`config.mk`:
```
export PLATFORM = sky130hd
export DESIGN_NAME = sdram_port_arbiter
export DESIGN_NICKNAME = d
export VERILOG_FILES = /design/src/rtl/sdram_port_arbiter.sv
export SDC_FILE = /design/constraint.sdc
export NUM_CORES = 1
export LEC_CHECK = 0
export BUFFER_PORTS_ARGS = -buffer_cell sky130_fd_sc_hd__buf_2
export CORE_ASPECT_RATIO = 1.5
export CORE_UTILIZATION = 40
export DETAILED_ROUTE_END_ITERATION = 7
export PLACE_DENSITY = 0.84
export REMOVE_ABC_BUFFERS = 1
export SLEW_MARGIN = 20
export SYNTH_ARGS = -nofsm -noshare
export SYNTH_HDL_FRONTEND = slang
export SYNTH_SLANG_ARGS = --single-unit
```
`constraint.sdc`:
```
create_clock -name sys_clk -period 2.15 [get_ports sys_clk]
set_input_delay 0.3225 -clock sys_clk [delete_from_list [all_inputs] [get_ports sys_clk]]
set_output_delay 0.3225 -clock sys_clk [all_outputs]
set_load 0.01 [all_outputs]
```
`src/rtl/sdram_port_arbiter.sv`:
```
// sdram_port_arbiter: shares one SDRAM request channel between NUM_REQ clients.
// Requester 0 is the ROM loader. While download_active is high, only it can win.
// Grants use fixed priority (lowest index wins) by default.
// Define SDRAM_ARB_RR_EN to use round-robin arbitration instead.
// Downstream handshake: sdr_req is a level that is held until a one-cycle sdr_rdy.
module sdram_port_arbiter #(
  parameter int NUM_REQ = 3,
  parameter int AW      = 25,
  parameter int DW      = 16
) (
  input  logic                  sys_clk,
  input  logic                  reset_n,
  input  logic                  download_active,
  input  logic [NUM_REQ-1:0]    req,
  input  logic [NUM_REQ-1:0]    req_we,
  input  logic [NUM_REQ*AW-1:0] req_addr,
  input  logic [NUM_REQ*DW-1:0] req_data,
  input  logic [NUM_REQ*2-1:0]  req_be,
  output logic [NUM_REQ-1:0]    ack,
  output logic [DW-1:0]         rd_data,
  output logic [NUM_REQ-1:0]    rd_valid,
  output logic [AW-1:0]         sdr_addr,
  output logic [DW-1:0]         sdr_data,
  output logic [1:0]            sdr_be,
  output logic                  sdr_we,
  output logic                  sdr_req,
  input  logic                  sdr_rdy,
  input  logic [DW-1:0]         sdr_q,
  output logic                  busy,
  output logic [2:0]            grant_idx
);

  typedef enum logic [1:0] {ST_IDLE, ST_ISSUE, ST_WAIT} state_t;

  state_t               state_q, state_d;
  logic [AW-1:0]        sdr_addr_q, sdr_addr_d;
  logic [DW-1:0]        sdr_data_q, sdr_data_d;
  logic [1:0]           sdr_be_q, sdr_be_d;
  logic                 sdr_we_q, sdr_we_d;
  logic                 sdr_req_q, sdr_req_d;
  logic [NUM_REQ-1:0]   ack_q, ack_d;
  logic [NUM_REQ-1:0]   rd_valid_q, rd_valid_d;
  logic [DW-1:0]        rd_data_q, rd_data_d;
  logic [2:0]           grant_idx_q, grant_idx_d;

  logic [NUM_REQ-1:0]   elig;
  logic [7:0]           elig8;
  logic                 win_vld;
  logic [2:0]           win_idx;

`ifdef SDRAM_ARB_RR_EN
  // rr_ptr holds the index at which the next search starts (last grant + 1).
  logic [2:0]           rr_ptr_q, rr_ptr_d;
  int                   cand;
`endif

  // Select the winning requester from the eligible set.
  always_comb begin
    elig = req;
    if (download_active) elig = {{(NUM_REQ-1){1'b0}}, req[0]};
    elig8   = 8'(elig);
    win_vld = 1'b0;
    win_idx = '0;
`ifdef SDRAM_ARB_RR_EN
    cand = 0;
    for (int off = 0; off < NUM_REQ; off++) begin
      cand = int'(rr_ptr_q) + off;
      if (cand >= NUM_REQ) cand = cand - NUM_REQ;
      if (!win_vld && elig8[cand[2:0]]) begin
        win_vld = 1'b1;
        win_idx = cand[2:0];
      end
    end
`else
    for (int i = 0; i < NUM_REQ; i++) begin
      if (!win_vld && elig8[i]) begin
        win_vld = 1'b1;
        win_idx = 3'(i);
      end
    end
`endif
  end

  // Next-state logic for the FSM and the output registers.
  always_comb begin
    state_d     = state_q;
    sdr_addr_d  = sdr_addr_q;
    sdr_data_d  = sdr_data_q;
    sdr_be_d    = sdr_be_q;
    sdr_we_d    = sdr_we_q;
    sdr_req_d   = sdr_req_q;
    rd_data_d   = rd_data_q;
    grant_idx_d = grant_idx_q;
    ack_d       = '0;
    rd_valid_d  = '0;
`ifdef SDRAM_ARB_RR_EN
    rr_ptr_d    = rr_ptr_q;
`endif
    case (state_q)
      ST_IDLE: begin
        if (win_vld) begin
          for (int i = 0; i < NUM_REQ; i++) begin
            if (win_idx == 3'(i)) begin
              sdr_addr_d = req_addr[i*AW +: AW];
              sdr_data_d = req_data[i*DW +: DW];
              sdr_be_d   = req_be[i*2 +: 2];
              sdr_we_d   = req_we[i];
            end
          end
          grant_idx_d = win_idx;
`ifdef SDRAM_ARB_RR_EN
          if (win_idx == 3'(NUM_REQ-1)) rr_ptr_d = '0;
          else                          rr_ptr_d = win_idx + 3'd1;
`endif
          state_d = ST_ISSUE;
        end
      end
      ST_ISSUE: begin
        sdr_req_d = 1'b1;
        state_d   = ST_WAIT;
      end
      ST_WAIT: begin
        // Command fields stay frozen here; only completion changes anything.
        if (sdr_rdy) begin
          sdr_req_d = 1'b0;
          for (int i = 0; i < NUM_REQ; i++) begin
            if (grant_idx_q == 3'(i)) begin
              ack_d[i] = 1'b1;
              if (!sdr_we_q) rd_valid_d[i] = 1'b1;
            end
          end
          if (!sdr_we_q) rd_data_d = sdr_q;
          state_d = ST_IDLE;
        end
      end
      default: state_d = ST_IDLE;
    endcase
  end

  // State and output registers, cleared asynchronously.
  always_ff @(posedge sys_clk or negedge reset_n) begin
    if (!reset_n) begin
      state_q     <= ST_IDLE;
      sdr_addr_q  <= '0;
      sdr_data_q  <= '0;
      sdr_be_q    <= '0;
      sdr_we_q    <= 1'b0;
      sdr_req_q   <= 1'b0;
      ack_q       <= '0;
      rd_valid_q  <= '0;
      rd_data_q   <= '0;
      grant_idx_q <= '0;
`ifdef SDRAM_ARB_RR_EN
      rr_ptr_q    <= '0;
`endif
    end else begin
      state_q     <= state_d;
      sdr_addr_q  <= sdr_addr_d;
      sdr_data_q  <= sdr_data_d;
      sdr_be_q    <= sdr_be_d;
      sdr_we_q    <= sdr_we_d;
      sdr_req_q   <= sdr_req_d;
      ack_q       <= ack_d;
      rd_valid_q  <= rd_valid_d;
      rd_data_q   <= rd_data_d;
      grant_idx_q <= grant_idx_d;
`ifdef SDRAM_ARB_RR_EN
      rr_ptr_q    <= rr_ptr_d;
`endif
    end
  end

  assign sdr_addr  = sdr_addr_q;
  assign sdr_data  = sdr_data_q;
  assign sdr_be    = sdr_be_q;
  assign sdr_we    = sdr_we_q;
  assign sdr_req   = sdr_req_q;
  assign ack       = ack_q;
  assign rd_valid  = rd_valid_q;
  assign rd_data   = rd_data_q;
  assign grant_idx = grant_idx_q;
  assign busy      = (state_q != ST_IDLE);

endmodule

```
* Word-level counts from Yosys, hierarchy flattened
Index checks and enable logic that the tools add are counted.
** Cells by class
- Add/subtract/negate cells :: 0
- Multiply operators :: 0
- Divide/modulo/power cells :: 0
- Order comparisons :: 0
- Equal/unequal tests :: 8
- Shift-type cells :: 0
- Mux-type cells :: 34
- Bitwise operators :: 1
- Reduce and logical (&&, ||, !) cells :: 15
** Operator list (count)
- $mux 25 :: 3
- $mux 16 :: 3
- $mux 3 :: 6
- $mux 1 :: 15
- $mux 2 :: 5
- $eq 3x1->1 const B :: 2
- $eq 3x2->1 const B :: 2
- $logic_not 3->1 :: 2
- $pmux 2 s3 :: 1
- $reduce_and 2->1 :: 3
- $reduce_and 3->1 :: 2
- $ne 2x2->1 const B :: 2
- $reduce_bool 2->1 :: 2
- $reduce_bool 3->1 :: 1
- $eq 2x1->1 const B :: 1
- $eq 2x2->1 const B :: 1
- $logic_and 1x1->1 :: 2
- $logic_not 1->1 :: 2
- $logic_not 2->1 :: 1
- $pmux 1 s2 :: 1
- $not 1->1 :: 1
** Storage, ports and cells
- Register bits :: 72
- Latch bits :: 0
- RAM bits :: 0
- Bits in read-only memories :: 0
- Output and inout port bits :: 71
- Memories :: 0

* Logic depth before layout (Yosys ltp)
- Word-level depth :: 12
- Mapped depth :: 6
- Depth with buffers taken out :: 3

* Least setup slack after synthesis
No wires, ideal clock.
- Path kind :: reg2reg
- Start point :: reg state_q[0]
- End point :: reg rd_data_q[10], in the netlist rd_data[10]
- Setup time :: 125 ps
- Arrival time :: 1610 ps
- Required time :: 2025 ps
- Setup slack :: 415 ps
- Cell stages (with the launch flop) :: 5
- Clock period less this slack :: 1735 ps
- Cell sequence :: dfrtp_1 > nand3b_1 > nor2_1 > buf_2 > mux2_2
** Between the ends
- Word-level cells in the longest chain between the ends :: 2
** RTL lines
- start, declared :: RTL line 35 : state_t state_q, state_d;
- start signal, assigned :: RTL line 157 : state_q <= state_d;
- $eq 2x2->1 :: RTL line 99 : case (state_q)
- $reduce_and 3->1 (no line)
- end signal, assigned :: RTL line 165 : rd_data_q <= rd_data_d;
- end, declared :: RTL line 43 : logic [DW-1:0] rd_data_q, rd_data_d;
No other way between the ends.
A chain may end at the register's enable or synchronous reset.

* Worst setup path after layout
- Start point :: reg state_q[0]
- End point :: reg sdr_data_q[8], in the netlist sdr_data[8]
** Between the ends
- Word-level cells in the longest chain between the ends :: 2
** RTL lines
- $logic_not 2->1 :: RTL line 99
- $reduce_and 3->1 (no line)
- end signal, assigned :: RTL line 159 : sdr_data_q <= sdr_data_d;
- end, declared :: RTL line 37 : logic [DW-1:0] sdr_data_q, sdr_data_d;
No other way between the ends.

==> flow_metrics.py <==
metrics = {
    "route": {
        "via_count": 4296,
        "drt_pass1_iterations": 4,
        "drcViolationCount": 0,
        "via_per_inst": 5.50,
        "ant_nets": 0,
        "drt_iter0_drc": 155,
        "post_drt_wl_per_cell_um": 16.7,
        "wirelength_mm": 13.0,
    },
    "setup_path": {
        "worstPathMaxFanout": 21,
        "path_cells": "or2_2 -> or3_2 -> buf_12 -> o31ai_2",
        "cpPeakStageDelay_ps": 670,
        "crit_family": "simple AND/OR/NAND/NOR gates",
        "critPathRequiredTime_ps": 2380,
        "cp-start-kind": "flip-flop",
        "endpoint_kind": "flip-flop",
        "reg2reg_slack_ps": 120,
        "slowest_stage": "or3_2",
        "crit_buf_inv": 1,
        "crit_type": "reg2reg",
        "cp.arrival_ps": 2270,
    },
    "sta": {
        "timing_hold_violations_final": 0,
        "slew_headroom": 0.397,
        "worst_pin_slew_ps": 905,
        "rsz0062_at_grt": "no",
        "max_freq_ghz": 0.492,
        "maxSlewViolCount": 0,
        "setup_viol_count_final": 0,
        "tns_ps": 0,
        "worst_slack_ps": 116,
        "finClkSkew_ps": 4.64,
        "fin_crit_sh": 0.946,
        "min_period_ps": 2030,
    },
    "global_route": {
        "grt_overflow": 0,
        "grt_usage": 0.230,
        "grt_pass1_wl_mm": 20.0,
        "grt_pass1_vias": 4229,
        "antenna_found_initial": 0,
        "grt_max_degree": 72,
    },
    "power": {
        "pwr-share-clk": 0.253,
        "power_density_nw_per_um2": 1200,
        "comb_power_share": 0.420,
        "seq_power_share": 0.327,
        "p_sw_mw": 2.51,
        "p_int_mw": 4.63,
        "p_leak_nw": 2.77,
        "ir_drop_v": 0.000525,
        "swShare": 0.351,
    },
    "yosys": {
        "synth_top_area_share": 0.408,
        "ys_dominant_reg_cell": "dfrtp_1",
        "synthAdderAreaFrac": 0,
        "postSynthAreaPerCell_um2": 10.0,
        "synthCells": 434,
        "synth-xor-area-share": 0,
        "yosys-top-cells-count": "90 x a21oi_1, 71 x dfrtp_1, 49 x o31ai_1",
        "yosysTopAreaCell": "dfrtp_1",
        "synth-compound-area-share": 0.309,
        "synth.cell_area_um2": 4350,
        "yosys.area_share.simple": 0.184,
        "synth_mux_area_frac": 0.0437,
        "synth-edff-count": 0,
        "ys_ff_latch": 71,
        "yosysSeqAreaShare": 0.408,
        "synth_top_family_by_area": "compound AO/OA/AOI/OAI gates",
        "synth_cell_types": 31,
        "synth_area_leaders": "dfrtp_1 41%, o31ai_2 11%, a21oi_1 10%",
        "yosys.cell_count.top_type": "a21oi_1",
        "synthArstFlopShare": 1.00,
        "synth_warnings": 0,
    },
    "finish": {
        "regArea_um2": 1780,
        "fill_cells": 982,
        "layout.cells.non_filler": 781,
        "area_growth_pct": 37.0,
        "design_area_um2": 5960,
        "antenna_cells": 0,
        "drive_above_1_share": 0.568,
        "multi_input_area_um2": 2360,
        "fin_nets": 787,
    },
    "floorplan": {
        "rows": 46,
        "pin_count": 226,
        "core_um2": 10600,
        "die_h_um": 130,
        "die_x_um": 87.2,
        "dieArea_um2": 11300,
        "start_util": 0.411,
    },
    "placement": {
        "dp_slack_ps": 122,
        "placed_area_um2": 5600,
        "io_buffers": 224,
        "finalWeightedCongestion": 0.757,
        "hpwl_mm": 9.32,
        "place_inst": 765,
    },
    "clock_network": {
        "cts_max_level": 3,
        "cts_sinks": 71,
        "cts_hold_buffers": 0,
        "postCtsSetupRepairBufs": 0,
        "clk_pin_slew_ps": 60,
        "cts_root_buf": "clkbuf_16",
        "insertion_delay_ps": 330,
        "cts_resized": 0,
        "cts_buffers": 9,
        "cts_buffer_depth": 2,
        "cts_tree": "yes",
    },
    "run_status": {
        "outcome": "finished, final reports clean",
    },
    "flow_run": {
        "cap_violations": 0,
    },
    "min_path": {
        "hp-class": "in2async",
    },
}
==> kinds of logic (layout without fill, tap and decap cells) <==
logic type,after synthesis,after routing
buffers and inverters,53,256
and+or+nand+nor,110,110
muxes,17,17
DFF,71,71
other,1,1
AOI/OAI and AO/OA,182,182
==> sequential cells by signal, indices dropped and copies added, names as in the netlist <==
name and cells:
grant_idx 2, rd_data 16, sdr_req 1, rd_valid 3
sdr_addr 25, sdr_data 16, ack 3, state_q 2
sdr_we 1, sdr_be 2
==> cell type report <==
type	instances	area share
clock inverter	6	0.0222
multi-input combinational	310	0.396
timing repair buffer	238	0.214
sequential	71	0.298
inverter	2	0.00126
clock buffer	10	0.0384
tap	144	0.0302
==> worst paths after layout <==
kind / from / end / cells after the start
worst min-delay path: reset_n / ack[1] / 1
worst max register to register: state_q[0] / sdr_data[8] / 4
max in group asynchronous: reset_n / sdr_addr[6] / 1
worst max-delay path: state_q[0] / sdr_data[8] / 4
worst min register to register: rd_data[0] / rd_data[0] / 1
min in group sys_clk: sdr_q[7] / rd_data[7] / 2
==> metal layers <==
layer | wire length (um) | track usage
met5 | 0 | 0
met4 | 445 | 0.122
met3 | 759 | 0.0411
met2 | 7000 | 0.422
met1 | 4840 | 0.248
==> stage by stage <==
step / hold slack, ps / power [mW] / utilization
finish: 121 / 7.13 / 0.563
global route: 191 / 7.56 / 0.563
CTS: 145 / 7.20 / 0.563
detailed placement: 490 / 5.37 / 0.529
global placement: 481 / 5.21 / 0.529
floorplan: 26.9 / 4.03 / -
==> power by group through the flow <==
stage / logic (mW) / clock network [mW] / registers [mW]
floorplan: 1.42 / 0 / 2.61
global placement: 2.89 / 0 / 2.32
detailed placement: 3.02 / 0 / 2.35
CTS: 3.01 / 1.85 / 2.33
global route: 3.25 / 1.89 / 2.41
finish: 3.00 / 1.81 / 2.33
==> cells in the final DEF (no fill, tap or decap), types with 2 or more instances in the layout <==
| cell | instances |
|---|---|
| nor2_1 | 2 |
| inv_1 | 2 |
| nor4b_1 | 2 |
| or2_2 | 4 |
| clkbuf_16 | 9 |
| mux2_2 | 16 |
| or3b_2 | 43 |
| nor3b_1 | 3 |
| buf_2 | 223 |
| buf_12 | 4 |
| o31ai_1 | 49 |
| bufinv_16 | 4 |
| nand2b_1 | 45 |
| a21oi_1 | 90 |
| buf_4 | 11 |
| o31ai_2 | 39 |
| nand2_1 | 2 |
| o21ai_0 | 2 |
| dfrtp_1 | 71 |
Power figures use the tool's default switching activity.
